$ cat config.mk
export PLATFORM = sky130hd
export DESIGN_NAME = pc_unit
export DESIGN_NICKNAME = d
export VERILOG_FILES = /design/src/rtl/cpu_pkg.sv /design/src/rtl/return_addr_stack.sv /design/src/rtl/pc_unit.sv
export SDC_FILE = /design/constraint.sdc
export NUM_CORES = 1
export LEC_CHECK = 0
export ABC_CLOCK_PERIOD_IN_PS = 2580
export CORE_MARGIN = 2
export CORE_UTILIZATION = 30
export DETAILED_ROUTE_END_ITERATION = 12
export PLACE_DENSITY_LB_ADDON = 0.3
export SETUP_SLACK_MARGIN = 0.02
export SLEW_MARGIN = 20
export SYNTH_ARGS = -nofsm -noshare
export SYNTH_HDL_FRONTEND = slang
export SYNTH_SLANG_ARGS = --single-unit
export TNS_END_PERCENT = 10
$ cat constraint.sdc
create_clock -name clk -period 2.58 [get_ports clk]
set_input_delay 0.645 -clock clk [delete_from_list [all_inputs] [get_ports clk]]
set_output_delay 0.645 -clock clk [all_outputs]
set_load 0.005 [all_outputs]
$ cat src/rtl/cpu_pkg.sv
// Shared CPU front-end definitions: address width, redirect kinds and the
// opcode encodings that the branch logic and the PC stage agree on.
package cpu_pkg;

    localparam int ADDR_W_DEF = 16;

    typedef enum logic [2:0] {
        RD_NONE,
        RD_BRANCH,
        RD_JUMP,
        RD_CALL,
        RD_RET
    } redirect_e;

    localparam logic [3:0] OPC_BEQ  = 4'h0;
    localparam logic [3:0] OPC_BNE  = 4'h1;
    localparam logic [3:0] OPC_BLT  = 4'h2;
    localparam logic [3:0] OPC_BGE  = 4'h3;
    localparam logic [3:0] OPC_JMP  = 4'h4;
    localparam logic [3:0] OPC_CALL = 4'h5;
    localparam logic [3:0] OPC_RET  = 4'h6;

endpackage

$ cat src/rtl/return_addr_stack.sv
// Circular return-address stack: pushing onto a full stack overwrites the
// oldest entry, so the newest RAS_DEPTH return addresses are always kept.
module return_addr_stack
    import cpu_pkg::*;
#(
    parameter int ADDR_W = ADDR_W_DEF,
    parameter int DEPTH  = 4
) (
    input  logic              clk,
    input  logic              rst,
    input  logic              push_i,
    input  logic              pop_i,
    input  logic [ADDR_W-1:0] push_data_i,
    output logic [ADDR_W-1:0] top_data_o,
    output logic              full_o,
    output logic              empty_o
);

    localparam int PTR_W = $clog2(DEPTH);
    localparam int CNT_W = PTR_W + 1;
    localparam logic [PTR_W-1:0] PTR_ONE = PTR_W'(1);
    localparam logic [CNT_W-1:0] CNT_ONE = CNT_W'(1);
    localparam logic [CNT_W-1:0] CNT_MAX = CNT_W'(DEPTH);

    logic [ADDR_W-1:0] mem_q [DEPTH];
    logic [PTR_W-1:0]  ptr_q, ptr_d;
    logic [CNT_W-1:0]  cnt_q, cnt_d;

    // ptr_q is the next free slot; when full it also addresses the oldest entry
    assign full_o     = (cnt_q == CNT_MAX);
    assign empty_o    = (cnt_q == '0);
    assign top_data_o = mem_q[ptr_q - PTR_ONE];

    always_comb begin
        ptr_d = ptr_q;
        cnt_d = cnt_q;
        if (push_i) begin
            ptr_d = ptr_q + PTR_ONE;
            if (!full_o) cnt_d = cnt_q + CNT_ONE;
        end else if (pop_i && !empty_o) begin
            ptr_d = ptr_q - PTR_ONE;
            cnt_d = cnt_q - CNT_ONE;
        end
    end

    always_ff @(posedge clk) begin
        if (rst) begin
            ptr_q <= '0;
            cnt_q <= '0;
        end else begin
            ptr_q <= ptr_d;
            cnt_q <= cnt_d;
        end
    end

    always_ff @(posedge clk) begin
        if (push_i && !rst) mem_q[ptr_q] <= push_data_i;
    end

endmodule

$ cat src/rtl/pc_unit.sv
// Fetch PC stage with priority redirect mux, flush pulse and RAS error flags.
// Optional macro PC_PERF_CNT_EN adds saturating redirect/ret counters.
module pc_unit
    import cpu_pkg::*;
#(
    parameter int                ADDR_W       = ADDR_W_DEF,
    parameter int                RAS_DEPTH    = 4,
    parameter logic [ADDR_W-1:0] RESET_VECTOR = '0
) (
    input  logic              clk,
    input  logic              rst,
    input  logic              stall_in,
    input  logic              pc_branch_sel_in,
    input  logic [ADDR_W-1:0] branch_target_in,
    input  logic              jump_in,
    input  logic              call_in,
    input  logic              ret_in,
    input  logic [ADDR_W-1:0] jump_target_in,
    output logic [ADDR_W-1:0] pc_out,
    output logic              flush_out,
    output logic              ras_overflow_out,
    output logic              ras_underflow_out
`ifdef PC_PERF_CNT_EN
    ,
    output logic [15:0]       redirect_cnt_out,
    output logic [15:0]       ret_cnt_out
`endif
);

    redirect_e         sel;
    logic [ADDR_W-1:0] pc_q, pc_d, pc_inc;
    logic              flush_q, flush_d;
    logic              ovf_q, ovf_d;
    logic              unf_q, unf_d;
    logic              ras_push, ras_pop, ras_full, ras_empty;
    logic [ADDR_W-1:0] ras_top;

    assign pc_inc = pc_q + ADDR_W'(1);

    // Stall masks every request, which also forces flush low and holds the flags
    always_comb begin
        sel = RD_NONE;
        if (!stall_in) begin
            if (ret_in)                sel = RD_RET;
            else if (call_in)          sel = RD_CALL;
            else if (jump_in)          sel = RD_JUMP;
            else if (pc_branch_sel_in) sel = RD_BRANCH;
        end
    end

    always_comb begin
        pc_d     = pc_inc;
        flush_d  = (sel != RD_NONE);
        ovf_d    = ovf_q;
        unf_d    = unf_q;
        ras_push = 1'b0;
        ras_pop  = 1'b0;
        case (sel)
            RD_NONE:   if (stall_in) pc_d = pc_q;
            RD_BRANCH: pc_d = branch_target_in;
            RD_JUMP:   pc_d = jump_target_in;
            RD_CALL: begin
                pc_d     = jump_target_in;
                ras_push = 1'b1;
                if (ras_full) ovf_d = 1'b1;
            end
            RD_RET: begin
                if (ras_empty) begin
                    unf_d = 1'b1;
                end else begin
                    pc_d    = ras_top;
                    ras_pop = 1'b1;
                end
            end
            default: pc_d = pc_inc;
        endcase
    end

    always_ff @(posedge clk) begin
        if (rst) begin
            pc_q    <= RESET_VECTOR;
            flush_q <= 1'b0;
            ovf_q   <= 1'b0;
            unf_q   <= 1'b0;
        end else begin
            pc_q    <= pc_d;
            flush_q <= flush_d;
            ovf_q   <= ovf_d;
            unf_q   <= unf_d;
        end
    end

    return_addr_stack #(
        .ADDR_W (ADDR_W),
        .DEPTH  (RAS_DEPTH)
    ) u_ras (
        .clk         (clk),
        .rst         (rst),
        .push_i      (ras_push),
        .pop_i       (ras_pop),
        .push_data_i (pc_inc),
        .top_data_o  (ras_top),
        .full_o      (ras_full),
        .empty_o     (ras_empty)
    );

    assign pc_out            = pc_q;
    assign flush_out         = flush_q;
    assign ras_overflow_out  = ovf_q;
    assign ras_underflow_out = unf_q;

`ifdef PC_PERF_CNT_EN
    logic [15:0] redir_cnt_q, redir_cnt_d;
    logic [15:0] ret_cnt_q, ret_cnt_d;

    always_comb begin
        redir_cnt_d = redir_cnt_q;
        ret_cnt_d   = ret_cnt_q;
        if (sel != RD_NONE && redir_cnt_q != 16'hFFFF) redir_cnt_d = redir_cnt_q + 16'd1;
        if (sel == RD_RET && ret_cnt_q != 16'hFFFF)    ret_cnt_d   = ret_cnt_q + 16'd1;
    end

    always_ff @(posedge clk) begin
        if (rst) begin
            redir_cnt_q <= '0;
            ret_cnt_q   <= '0;
        end else begin
            redir_cnt_q <= redir_cnt_d;
            ret_cnt_q   <= ret_cnt_d;
        end
    end

    assign redirect_cnt_out = redir_cnt_q;
    assign ret_cnt_out      = ret_cnt_q;
`endif

endmodule

==> flow_summary.yaml, run 1 <==
sta:
  clock_skew_ns: 0.00578
  worst_pin_slew_ns: 0.512
  fin_crit_sh_pct: 84.6
  max_freq_mhz: 458
  fin_crit_ns: 2.18
  setup_viol: 0
  whs_ns: 0.476
  max_slew_margin_pct: 65.7
  final_hold_viol_count: 0
  finalMaxSlewViolations: 0
  setup_tns_ns: 0
  rsz0062_at_grt: "no"
pwr:
  power.density_nw_per_um2: 668
  p_leak_nw: 1.84
  ir_drop_mv: 0.387
setup_path:
  r2r_cells: 6
  cpPeakStageDelay_ns: 0.55
  arrival_ns: 2.39
  cp_cell_sequence: "inv_1, ha_1, mux4_2, a221o_1, a211oi_2, a2111oi_2"
  cp.depth: 6
  critPathLaunchType: "register"
  crit_family: "compound AO/OA/AOI/OAI gates"
  crit_path_end_kind: "register"
  cp.buffers_inverters: 1
  cp_max_fo: 9
  slowest_stage: "ha_1"
  cp.required_ns: 2.78
  critPathKind: "register to register"
clock_tree:
  cts.htree.levels: 3
  clockRootBuffer: "clkbuf_16"
  cts_buffers: 9
  cts-resized-gates: 0
  insertion_delay_ns: 0.33
  ctsHoldBuffers: 0
  cts.sinks: 88
  cts_tree: "done"
  postCtsSetupRepairBufs: 0
  clockBufferDepth: 2
  clkSlewWorstSetupHoldPaths_ns: 0.06
logic_synthesis:
  synth_edf_count: 64
  synth_area_leader_cell: "edfxtp_1"
  postSynthCellCount: 298
  ys_async_sr_fraction_pct: 0
  yosysWarningCount: 0
  syn_avg_cell_area_um2: 13.5
  synth_area_um2: 4020
  ys.flop_type: "edfxtp_1"
  synth_top_area_share_pct: 47.9
  ys_seq_area_share_pct: 59.8
  ys_types: 48
  ys_seq_elements: 88
  syn_nets: 343
  synth_area_leaders: "edfxtp_1 (48%), dfxtp_1 (12%), mux4_2 (6.2%), mux4_1 (3.3%), a222oi_1 (2.5%)"
finish:
  post-route-util_pct: 40.4
  layout-drive-gt1-share_pct: 16.6
  syn_to_final_growth_pct: 32.0
  final_common_cell: "edfxtp_1"
  fillers: 1260
  insertedDiodeCount: 0
  final_cell_mix: "edfxtp_1 (64), clkdlybuf4s50_1 (57), nand2_1 (25)"
  nNetsFinal: 420
floorplan:
  die_y_um: 120
  top_level_ports: 58
  die_w_um: 120
  start_util_pct: 30.6
  coreArea_um2: 13100
  row_count: 42
  fp.dieArea_um2: 14300
outcome:
  outcome: "finished, final reports clean"
detailed_routing:
  firstDrtPassIters: 5
  wl_per_cell_um: 18.4
  drc: 0
  wirelength_mm: 10.2
  detail_route.vias_per_cell: 5.15
  dr.first_iter.drc_count: 250
  ant_nets: 0
  vias: 2862
flow_run:
  max-cap-violations: 0
placement:
  place.detailed.hpwl_mm: 7.13
  io_buffers: 57
  gp_congestion: 0.762
global_route:
  grt_max_degree: 23
  grt_use_total_pct: 14.6
  grt_overflow_total: 0
  antenna_found_initial: 0
  grt_pass1_wl_mm: 15.8
  first_global_vias: 2868
min_path:
  holdPathStages: 2
  hp-class: "register to register"
==> layout make-up <==
class | instances | area, um2 | area share (%)
well taps | 176 | 220 | 4.15
flip-flops and latches | 88 | 2400 | 45.3
clock inverters | 7 | 95.1 | 1.79
repair buffers | 82 | 821 | 15.5
inverters | 14 | 52.6 | 0.991
multi-input cells | 180 | 1490 | 28.0
clock buffers | 9 | 225 | 4.25
==> synth_stat cells (all sizes together), types with 2 or more instances <==
| master | count |
|---|---|
| a31oi | 13 |
| ha | 5 |
| xor2 | 9 |
| nor3 | 7 |
| buf | 7 |
| edfxtp | 64 |
| a2111oi | 3 |
| xnor2 | 6 |
| nand3 | 7 |
| a221o | 3 |
| nor4 | 4 |
| clkbuf | 9 |
| a311oi | 2 |
| nand2 | 25 |
| nand2b | 2 |
| o21ai | 4 |
| a211oi | 3 |
| dfxtp | 24 |
| nor2 | 22 |
| a21oi | 9 |
| nand4 | 4 |
| mux4 | 16 |
| o221a | 2 |
| a222oi | 10 |
| o211ai | 2 |
| and3 | 8 |
| inv | 14 |
| a221oi | 3 |
==> report_power, final <==
group          total, mW  switching (mW)  internal, mW
Clock               1.38           0.529         0.850
Sequential          1.63          0.0554          1.57
Combinational      0.534           0.257         0.276
==> worst register-to-register path, delay by kind of cell, from the launching register on <==
kind                       cells  cell delay, ns
DFF                            1            0.38
muxes                          1            0.38
buffers and inverters          1            0.08
adders and majority gates      1            0.55
AOI/OAI and AO/OA              3            0.65
==> kinds of logic after synthesis <==
family / after synthesis / synth area share (%)
DFF: 88 / 59.8
and+or+nand+nor: 84 / 10.7
AOI/OAI and AO/OA: 57 / 11.1
buffers and inverters: 30 / 3.18
muxes: 18 / 9.97
xor gates and xnor gates: 15 / 3.27
adders and majority gates: 6 / 2.06
==> flip-flops by register name, indices dropped and copies added (netlist names) <==
signal / count
ras_overflow_out: 1
u_ras.mem_q: 64
flush_out: 1
pc_out: 16
ras_underflow_out: 1
u_ras.cnt_q: 3
u_ras.ptr_q: 2
==> per-layer routing <==
metal	global-route usage, %	routed length [um]	share of wire, %	up-vias
met5	0	0	0	-
met4	4.71	170	1.7	0
met3	3.04	428	4.2	16
met2	24.3	5150	50	82
met1	19.0	4460	44	1430
li1	-	-	-	1334
==> per-stage QoR <==
stage          instances  worst slack, ns  total power, mW  instance area [um2]
2_1_floorplan        298            0.172             1.94                 4020
6_report             556            0.397             3.54                 5300
3_3_place_gp         540            0.122             2.19                 4980
5_1_grt              556            0.263             3.68                 5300
3_5_place_dp         540           0.0894             2.19                 4980
4_1_cts              556            0.359             3.58                 5300
==> worst paths after layout <==
| path | startpoint | endpoint | slack, ns |
|---|---|---|---|
| max reg2reg | u_ras.ptr_q[1] | pc_out[4] | 0.40 |
| min | ras_underflow_out | ras_underflow_out | 0.48 |
| min reg2reg | ras_underflow_out | ras_underflow_out | 0.48 |
| max | u_ras.ptr_q[1] | pc_out[4] | 0.40 |
Power figures use the tool's default switching activity.
==> run 2: changes to the inputs <==
--- a/config.mk
+++ b/config.mk
@@ -5,7 +5,7 @@
 export SDC_FILE = /design/constraint.sdc
 export NUM_CORES = 1
 export LEC_CHECK = 0
-export ABC_CLOCK_PERIOD_IN_PS = 2580
+export ABC_CLOCK_PERIOD_IN_PS = 2300
 export CORE_MARGIN = 2
 export CORE_UTILIZATION = 30
 export DETAILED_ROUTE_END_ITERATION = 12
==> constraint.sdc (replaced) <==
create_clock -name clk -period 2.3 [get_ports clk]
set_input_delay 0.575 -clock clk [delete_from_list [all_inputs] [get_ports clk]]
set_output_delay 0.575 -clock clk [all_outputs]
set_load 0.005 [all_outputs]
==> run 2 against run 1 <==
Compared with the run above: clock skew hardly changed; sequential share of layout area is 0.50 points lower; sequential power is 12% higher; largest cell class unchanged; combinational power is 18% higher; setup slack worse by 0.19 ns; highest routed layer unchanged; critical path depth is 1 higher; non-clock buffer count is 12 higher; via count is 0.17% higher; register-to-register slack worse by 0.07 ns; first-iteration DRC count stayed put; utilization is 0.45 points higher.
==> flow_summary.yaml, run 2 (synthesized netlist as in run 1, its figures left out) <==
outcome:
  outcome: "finished, final reports clean"
finish:
  syn_to_final_growth_pct: 33.5
  fillers: 1283
  postLayoutCellArea_um2: 5360
  regMostFlops: "u_ras.mem_q"
  final_cell_mix: "edfxtp_1 (64), clkdlybuf4s50_1 (57), buf_4 (32)"
  largest_register_ffs: 64
  layout-drive-gt1-share_pct: 19.4
  insertedDiodeCount: 0
  final_common_cell: "edfxtp_1"
  post-route-util_pct: 40.8
  stdcell_count: 568
  nNetsFinal: 432
clock_tree:
  cts-resized-gates: 0
  insertion_delay_ns: 0.33
  ctsHoldBuffers: 0
  clockBufferDepth: 2
  clockRootBuffer: "clkbuf_16"
  clkSlewWorstSetupHoldPaths_ns: 0.06
  cts_buffers: 9
  cts.htree.levels: 3
  cts_tree: "done"
  postCtsSetupRepairBufs: 0
  cts.sinks: 88
placement:
  io_buffers: 57
  post-place-ws_ns: -0.109
  dp.cells: 552
  gp_congestion: 0.800
  place.detailed.hpwl_mm: 7.41
  place_area_um2: 5080
flow_run:
  max-cap-violations: 0
pwr:
  pwr-share-seq_pct: 47.7
  p_comb_share_pct: 16.5
  swShare_pct: 25.0
  finalPower_mw: 3.82
  p_leak_nw: 1.87
  ir_drop_mv: 0.409
  intPower_mw: 2.86
  clkPwrFrac_pct: 35.8
  power.density_nw_per_um2: 712
  netSwitchingPower_mw: 0.956
global_route:
  grt_use_total_pct: 15.3
  first_global_vias: 2998
  grt_max_degree: 23
  grt_overflow_total: 0
  antenna_found_initial: 0
  grt_pass1_wl_mm: 16.6
sta:
  fin_crit_sh_pct: 91.1
  worst_pin_slew_ns: 0.464
  setup_viol: 0
  final_hold_viol_count: 0
  clock_skew_ns: 0.00581
  finalMaxSlewViolations: 0
  rsz0062_at_grt: "no"
  fin_crit_ns: 2.10
  max_freq_mhz: 477
  setup_ws_ns: 0.205
  max_slew_margin_pct: 68.8
detailed_routing:
  drc: 0
  vias: 2867
  dr.first_iter.drc_count: 250
  wirelength_mm: 10.5
  firstDrtPassIters: 5
  ant_nets: 0
  wl_per_cell_um: 18.5
  detail_route.vias_per_cell: 5.05
min_path:
  holdCritStartpoint: "ras_overflow_out"
  hp-class: "register to register"
floorplan:
  row_count: 42
  fp.dieArea_um2: 14300
  die_w_um: 120
  top_level_ports: 58
  start_util_pct: 30.6
  coreArea_um2: 13100
  die_y_um: 120
setup_path:
  arrival_ns: 2.34
  cpPeakStageDelay_ns: 0.48
  cp.buffers_inverters: 2
  cp_max_fo: 5
  cp_cell_sequence: "clkdlybuf4s50_1, nor3b_1, inv_1, fa_1, o21ai_0, o22ai_1, a211oi_1"
  crit_family: "buffers and inverters"
  critPathKind: "input pin to register"
  critPathLaunchType: "input pin"
  slowest_stage: "clkdlybuf4s50_1"
  cp.required_ns: 2.54
  crit_path_end_kind: "register"
  cp-startpoint: "stall_in"
  r2r-start: "u_ras.ptr_q[0]"
[run 2: cell count changes in the layout (fill, tap and decap cells not counted)]
cell	previous run	this run
clkinv_2	1	0
clkbuf_8	0	1
bufinv_16	2	0
nor3_2	1	2
nor3_1	5	4
clkinvlp_4	0	2
clkinv_1	1	0
buf_4	20	32
clkbuf_1	0	1
[run 2: area by class of cell]
cell class | count | area [um2] | area share, %
Clock buffer | 11 | 243 | 4.53
Multi-Input combinational cell | 180 | 1490 | 27.8
Clock inverter | 5 | 41.3 | 0.770
Inverter | 14 | 52.6 | 0.980
Timing Repair Buffer | 94 | 911 | 17.0
Sequential cell | 88 | 2400 | 44.8
Tap cell | 176 | 220 | 4.11
[run 2: power groups by stage]
stage	registers (mW)	logic (mW)	clock network [mW]
finish	1.82	0.631	1.37
detailed placement	1.85	0.631	0
global route	1.83	0.683	1.46
CTS	1.82	0.638	1.39
floorplan	1.85	0.329	0
global placement	1.85	0.620	0
[run 2: per-stage QoR]
step           hold slack [ns]  setup TNS, ns
2_1_floorplan            0.461              0
3_3_place_gp             0.462         -0.137
3_5_place_dp             0.468         -0.233
4_1_cts                  0.483              0
5_1_grt                  0.507              0
6_report                 0.471              0
[run 2: tightest hold or removal path, delay by kind of cell (launching register included)]
family	cells	cell delay, ns
flops	1	0.33
simple gates	1	0.06
compound gates	1	0.04
[run 2: routing by layer]
metal,vias to the layer above,track usage [%],part of all wire [%]
li1,1356,-,-
met1,1418,20.0,42
met2,82,26.2,51
met3,11,3.09,6.1
met4,0,3.97,1.1
met5,-,0,0
[run 2: worst paths after layout]
kind / endpoint / slack [ns] / cells past startpoint
worst max-delay path: u_ras.cnt_q[2] / 0.20 / 7
worst min-delay path: ras_overflow_out / 0.47 / 2
worst max register to register: pc_out[3] / 0.33 / 6
worst min register to register: ras_overflow_out / 0.47 / 2
